===== config.mk =====
export PLATFORM = sky130hd
export DESIGN_NAME = ctrl_pipeline
export DESIGN_NICKNAME = d
export VERILOG_FILES = /design/src/rtl/ctrl_pipeline.sv
export SDC_FILE = /design/constraint.sdc
export NUM_CORES = 1
export LEC_CHECK = 0
export CORE_ASPECT_RATIO = 2
export CORE_MARGIN = 5
export CORE_UTILIZATION = 48
export CTS_BUF_LIST = sky130_fd_sc_hd__clkbuf_16
export CTS_CLUSTER_DIAMETER = 80
export DETAILED_ROUTE_END_ITERATION = 6
export PLACE_DENSITY = 0.83
export RECOVER_POWER = 50
export SLEW_MARGIN = 0
export SYNTH_ARGS = -nofsm -noshare
export SYNTH_HDL_FRONTEND = slang
export SYNTH_SLANG_ARGS = --single-unit

===== constraint.sdc =====
create_clock -name clk -period 2.8 [get_ports clk]
set_input_delay 0.56 -clock clk [delete_from_list [all_inputs] [get_ports clk]]
set_output_delay 0.56 -clock clk [all_outputs]
set_load 0.01 [all_outputs]

===== src/rtl/ctrl_pipeline.sv =====
// rtl/ctrl_pipeline.sv - control pipeline registers with hazard, flush and optional forwarding (CTRL_PIPE_FWD_EN)
module ctrl_pipeline #(
  parameter int REG_W = 5
) (
  input  logic             clk,
  input  logic             reset,
  input  logic             id_valid,
  input  logic             id_reg_dst,
  input  logic             id_branch,
  input  logic             id_mem_read,
  input  logic             id_mem_to_reg,
  input  logic             id_mem_write,
  input  logic             id_alu_src,
  input  logic             id_reg_write,
  input  logic [1:0]       id_alu_op,
  input  logic [REG_W-1:0] id_rs,
  input  logic [REG_W-1:0] id_rt,
  input  logic [REG_W-1:0] id_rd,
  input  logic             ex_zero,
  output logic             stall,
  output logic             flush,
  output logic [1:0]       ex_alu_op,
  output logic             ex_alu_src,
  output logic             ex_reg_dst,
  output logic             mem_read,
  output logic             mem_write,
  output logic             pc_src,
  output logic             wb_reg_write,
  output logic             wb_mem_to_reg,
  output logic [REG_W-1:0] wb_dest
`ifdef CTRL_PIPE_FWD_EN
  ,
  output logic [1:0]       forward_a,
  output logic [1:0]       forward_b
`endif
);

  logic             idex_valid, idex_reg_dst, idex_branch, idex_mem_read;
  logic             idex_mem_to_reg, idex_mem_write, idex_alu_src, idex_reg_write;
  logic [1:0]       idex_alu_op;
  logic [REG_W-1:0] idex_dest;

  logic             exmem_valid, exmem_taken, exmem_mem_read, exmem_mem_write;
  logic             exmem_mem_to_reg, exmem_reg_write;
  logic [REG_W-1:0] exmem_dest;

  logic             memwb_valid, memwb_reg_write, memwb_mem_to_reg;
  logic [REG_W-1:0] memwb_dest;

  logic             id_use_rt, idex_hit, hazard, load_id;
  logic [REG_W-1:0] id_dest;

  function automatic logic writes_reg(input logic v, input logic rw,
                                      input logic [REG_W-1:0] dest,
                                      input logic [REG_W-1:0] src);
    return v & rw & (dest != '0) & (dest == src);
  endfunction

  assign id_use_rt = ~id_alu_src | id_mem_write;
  assign id_dest   = id_reg_dst ? id_rd : id_rt;
  assign idex_hit  = writes_reg(idex_valid, idex_reg_write, idex_dest, id_rs) |
                     (id_use_rt & writes_reg(idex_valid, idex_reg_write, idex_dest, id_rt));

`ifdef CTRL_PIPE_FWD_EN
  logic [REG_W-1:0] idex_rs, idex_rt;
  logic             idex_use_rt;

  // Only a load still in EX cannot be forwarded in time.
  assign hazard = idex_hit & idex_mem_read;

  always_comb begin
    forward_a = 2'b00;
    forward_b = 2'b00;
    if (idex_valid && writes_reg(exmem_valid, exmem_reg_write, exmem_dest, idex_rs))
      forward_a = 2'b10;
    else if (idex_valid && writes_reg(memwb_valid, memwb_reg_write, memwb_dest, idex_rs))
      forward_a = 2'b01;
    if (idex_use_rt && writes_reg(exmem_valid, exmem_reg_write, exmem_dest, idex_rt))
      forward_b = 2'b10;
    else if (idex_use_rt && writes_reg(memwb_valid, memwb_reg_write, memwb_dest, idex_rt))
      forward_b = 2'b01;
  end
`else
  logic exmem_hit;

  assign exmem_hit = writes_reg(exmem_valid, exmem_reg_write, exmem_dest, id_rs) |
                     (id_use_rt & writes_reg(exmem_valid, exmem_reg_write, exmem_dest, id_rt));
  assign hazard    = idex_hit | exmem_hit;
`endif

  assign pc_src  = exmem_valid & exmem_taken;
  assign flush   = pc_src;
  assign stall   = id_valid & hazard & ~pc_src;
  assign load_id = id_valid & ~stall & ~pc_src;

  always_ff @(posedge clk) begin
    if (reset) begin
      idex_valid       <= 1'b0;
      idex_reg_dst     <= 1'b0;
      idex_branch      <= 1'b0;
      idex_mem_read    <= 1'b0;
      idex_mem_to_reg  <= 1'b0;
      idex_mem_write   <= 1'b0;
      idex_alu_src     <= 1'b0;
      idex_reg_write   <= 1'b0;
      idex_alu_op      <= 2'b00;
      idex_dest        <= '0;
      exmem_valid      <= 1'b0;
      exmem_taken      <= 1'b0;
      exmem_mem_read   <= 1'b0;
      exmem_mem_write  <= 1'b0;
      exmem_mem_to_reg <= 1'b0;
      exmem_reg_write  <= 1'b0;
      exmem_dest       <= '0;
      memwb_valid      <= 1'b0;
      memwb_reg_write  <= 1'b0;
      memwb_mem_to_reg <= 1'b0;
      memwb_dest       <= '0;
`ifdef CTRL_PIPE_FWD_EN
      idex_rs          <= '0;
      idex_rt          <= '0;
      idex_use_rt      <= 1'b0;
`endif
    end else begin
      // A bubble is an all-zero entry, so unused fields never leak downstream.
      idex_valid       <= load_id;
      idex_reg_dst     <= load_id & id_reg_dst;
      idex_branch      <= load_id & id_branch;
      idex_mem_read    <= load_id & id_mem_read;
      idex_mem_to_reg  <= load_id & id_mem_to_reg;
      idex_mem_write   <= load_id & id_mem_write;
      idex_alu_src     <= load_id & id_alu_src;
      idex_reg_write   <= load_id & id_reg_write;
      idex_alu_op      <= load_id ? id_alu_op : 2'b00;
      idex_dest        <= load_id ? id_dest : '0;
`ifdef CTRL_PIPE_FWD_EN
      idex_rs          <= load_id ? id_rs : '0;
      idex_rt          <= load_id ? id_rt : '0;
      idex_use_rt      <= load_id & id_use_rt;
`endif
      exmem_valid      <= ~pc_src & idex_valid;
      exmem_taken      <= ~pc_src & idex_branch & ex_zero;
      exmem_mem_read   <= ~pc_src & idex_mem_read;
      exmem_mem_write  <= ~pc_src & idex_mem_write;
      exmem_mem_to_reg <= ~pc_src & idex_mem_to_reg;
      exmem_reg_write  <= ~pc_src & idex_reg_write;
      exmem_dest       <= pc_src ? '0 : idex_dest;
      memwb_valid      <= exmem_valid;
      memwb_reg_write  <= exmem_reg_write;
      memwb_mem_to_reg <= exmem_mem_to_reg;
      memwb_dest       <= exmem_dest;
    end
  end

  assign ex_alu_op     = idex_alu_op & {2{idex_valid}};
  assign ex_alu_src    = idex_alu_src & idex_valid;
  assign ex_reg_dst    = idex_reg_dst & idex_valid;
  assign mem_read      = exmem_mem_read & exmem_valid;
  assign mem_write     = exmem_mem_write & exmem_valid;
  assign wb_reg_write  = memwb_reg_write & memwb_valid;
  assign wb_mem_to_reg = memwb_mem_to_reg & memwb_valid;
  assign wb_dest       = memwb_dest & {REG_W{memwb_valid}};

endmodule


# After elaboration in Yosys (flattened, before gate mapping)
# Index checks and enable logic that the tools add are counted.
[word_totals]
regBits = 34
in_bits = 28
output_inout_bits = 16
word_cells = 75
[classes]
bitwise_logic = 45
eq_ne = 4
n_mux = 1
n_reduce_logical = 4
[ops]
columns = ["op", "n"]
rows = [
  ["1-bit bitwise AND", 35],
  ["5-bit equality test", 4],
  ["5-bit nonzero test", 2],
  ["5-bit bitwise AND", 1],
  ["5-bit two-way mux", 1],
  ["1-bit inverter", 4],
  ["1-bit bitwise OR", 4],
  ["2-bit OR reduction", 2],
  ["2-bit bitwise AND", 1],
]

# Logic depth before layout (Yosys ltp)
[depth]
depth_word = 13
ltp_mapped = 6
depth_no_buf = 5

# Worst setup path after synthesis
# No wires, ideal clock.
[synth_timing]
path_kind = "input-to-output"
from = "input id_rt[0]"
to = "output stall"
path_buffers = 0
t_required_ns = 2.240
arrival_time_ns = 1.482
stages = 5
path_slack_ns = 0.758
cell_sequence = "xnor2_1 > nand4_1 > o32ai_1 > a22oi_1 > nor2_1"
[synth_via]
elab_chain_len = 7
word_cells_on_any_way = 11
cone_classes = "eq/ne (2); bitwise (9)"
[synth_lines]
columns = ["item", "line_no", "rtl"]
rows = [
  ["start, declared", "17", "input logic [REG_W-1:0] id_rt,"],
  ["5-bit equality test", "56", "return v & rw & (dest != '0) & (dest == src);"],
  ["1-bit bitwise AND", "56", ""],
  ["1-bit bitwise AND, on equally long branches", "62, 87", ""],
  ["1-bit bitwise OR, on equally long branches", "61, 86", ""],
  ["1-bit bitwise OR *", "88", "assign hazard = idex_hit | exmem_hit;"],
  ["1-bit bitwise AND * (2 in a row)", "93", "assign stall = id_valid & hazard & ~pc_src;"],
  ["end, declared", "20", "output logic stall,"],
]
# Every way passes the cells marked *; elsewhere a longest branch is shown, timed or not.

# Worst setup path after layout
[layout_timing]
from = "input id_rt[1]"
to = "output stall"
# The elaborated chain is that of the path after synthesis.

==> run_results.csv <==
group,metric,value,unit
run_status,status,"finished clean",
pwr,switchingPower,246,µW
yosys,async_flop_share,0,%
yosys,yosys-top-cells-area,"dfxtp_1, and2_1, xnor2_1",
yosys,synthSimpleGateAreaFrac,26.8,%
grt,grt_pass1_vias,1085,
pwr,power_density,575,mW/mm²
drt,ant_nets,0,
yosys,synth-adder-area-share,0,%
clock_network,tritoncts,"built",
grt,grt_usage,17.1,%
floorplanning,die_w,47.6,µm
clock_network,cts_root_buffer,"clkbuf_16",
yosys,synth_warnings,0,
yosys,synth_area,0.00136,mm²
setup_path,crit_required,2240,ps
grt,grt_max_degree,16,
clock_network,clock_latency,280,ps
yosys,synthXorXnorAreaFrac,12.9,%
yosys,synth_top_area_share,50.2,%
pwr,switching_share,21.5,%
clock_network,cts_buffer_depth,2,
drt,detail_route.wl_per_cell,14.0,µm
clock_network,ctsHoldBuffers,0,
setup_path,critical_path.startpoint_type,"input pin",
grt,grt_pass1_wl,4820,µm
finish,drive_gt1_share,9.34,%
setup_path,end_kind,"primary output",
job,cap_violations,0,
timing,setup_violations,0,
floorplanning,row_count,27,
floorplanning,initial_core_util,49.5,%
pwr,pwr-share-clk,45.2,%
place,placed_area,0.00182,mm²
clock_network,cts_made_buffers,5,
timing,clock_skew,5.94,ps
finish,num_antenna_cells,0,
timing,fin_crit_sh,94.4,%
floorplanning,fp.dieArea,0.00405,mm²
yosys,synth_enable_flop_cells,0,
finish,area_growth,46.7,%
yosys,postSynthAreaPerCell,10.5,µm²
finish,final_nets,209,
grt,antenna_found_initial,0,
timing,drv_slew,0,
yosys,synth_compound_area_share,4.43,%
yosys,synth_nets,157,
finish,final_area,0.00199,mm²
timing,fmax,378,MHz
yosys,synth_top_family_by_area,"simple AND/OR/NAND/NOR gates",
setup_path,worstPathArrival,2080,ps
pwr,p_int,897,µW
drt,viasPerCell,4.88,
setup_path,cp_max_fo,3,
floorplanning,die_h,85.1,µm
pwr,peakVddDrop,0.000550,V
hold_path,hp-class,"reg -> reg",
finish,reg_top3,"exmem_dest: 5 flops, idex_dest: 5 flops, memwb_dest: 5 flops",
yosys,syn_inst,129,
pwr,seqPwrFrac,44.8,%
yosys,yosysTopAreaCell,"dfxtp_1",
yosys,synth_top_flop_cell,"dfxtp_1",
finish,seqCellArea,681,µm²
finish,multiInputGateArea,663,µm²
pwr,p_leak,0.000806,µW
timing,hold_viol_final,0,
clock_network,h-tree-depth,2,
clock_network,clock_sinks,34,
drt,vias,1030,
pwr,p_total,1140,µW
yosys,synth.distinct_cells,22,
grt,grt-ovfl-total,0,
drt,drc,0,
finish,fillers,206,
floorplanning,io_pins,44,
timing,rsz0062_at_grt,"false",
drt,drt_iter0_markers,6,
setup_path,path_class,"in -> out",
yosys,synth_mux_area_share,3.69,%
drt,first_pass_iters,2,
clock_network,path_clk_slew,50,ps
timing,worst_pin_slew,749,ps
place,gp_congestion,0.803,
yosys,synth_seq_cells,34,
timing,period_minus_slack,2640,ps
drt,totalWireLength,2960,µm
yosys,synth-seq-area-share,50.2,%
pwr,pwr-share-comb,10.0,%
place,dp_hpwl,2250,µm
floorplanning,core-area,0.00274,mm²
timing,slew_headroom,50.1,%
place,portBuffers,43,
[area by class of cell]
type,count,area share (%)
multi-input combinational,91,33.4
timing repair buffer,49,23.5
tap,29,1.83
clock inverter,3,0.818
sequential,34,34.2
clock buffer,5,6.29
[kinds of logic after synthesis]
group           count (synthesis)
buf+inv                         4
xor+xnor                       20
simple gates                   60
compound gates                  6
mux                             5
flops                          34
[Yosys cell counts (all sizes together) (3+ instances only)]
master / number
xnor2: 18
buf: 3
and2: 33
mux2i: 5
dfxtp: 34
nor2b: 14
[per-layer routing]
| layer | vias to the layer above | global-route usage, % | share of wire [%] |
|---|---|---|---|
| li1 | 523 | - | - |
| met1 | 465 | 15.0 | 31 |
| met2 | 30 | 30.0 | 58 |
| met3 | 12 | 4.67 | 5.9 |
| met4 | 0 | 12.5 | 4.6 |
| met5 | - | 0 | 0 |
[metrics by stage]
step	hold WS, ps	utilization, %	cells	setup TNS (ps)	worst slack (ps)
finish	434	72.7	211	0	156
global route	448	72.7	211	0	46.0
CTS	435	72.7	210	0	77.7
detailed placement	418	66.4	200	-368	-368
global placement	408	66.4	200	-353	-353
floorplan	406	-	129	0	758
[critical path, stage by stage]
cell             delay [ps]
clkdlybuf4s50_1         530
xnor2_1                 150
nand4_1                 150
o32ai_2                 310
a22oi_1                 130
nor2_1                  110
clkbuf_2                130
[power by group through the flow]
stage                     clock, µW  combinational (µW)  sequential [µW]
after detailed placement          0                 110              522
after CTS                       528                 116              512
after global placement            0                 107              521
after global routing            546                 124              514
final                           517                 114              512
after floorplan                   0                51.6              518
[cells in the final DEF (no fill, tap or decap)]
master and instances:
nor2b_1 14, and2_0 6, nand2_1 2, and2_1 27, clkbuf_16 5, clkbuf_2 1
nand2b_1 1, a221oi_2 1, clkinv_1 1, clkdlybuf4s50_1 35, dlygate4sd3_1 7, dfxtp_1 34
and3_1 1, clkinv_2 1, clkbuf_1 1, xor2_1 2, nand4_1 2, xnor2_1 18
o311a_1 2, nand3_1 2, clkinvlp_4 1, a22oi_1 1, mux2i_1 5, or2_2 1
o32ai_2 2, or3_1 2, buf_4 5, nor2_1 2
[path summary, 6_finish.rpt]
check           startpoint  slack (ps)             end  cells past startpoint
max reg2reg   idex_dest[0]         740    idex_dest[1]                      4
min reg2reg  idex_mem_read         430  exmem_mem_read                      1
min          idex_mem_read         430  exmem_mem_read                      1
max               id_rt[1]         160           stall                      7
[repair_timing]
item,4_1_cts,5_1_grt
gates resized for setup,3,2
pin swaps,3,2
buffers inserted,2,1
setup endpoints to repair,1,1
gates cloned,0,0
Note: power is estimated with default switching activity, not from simulation.
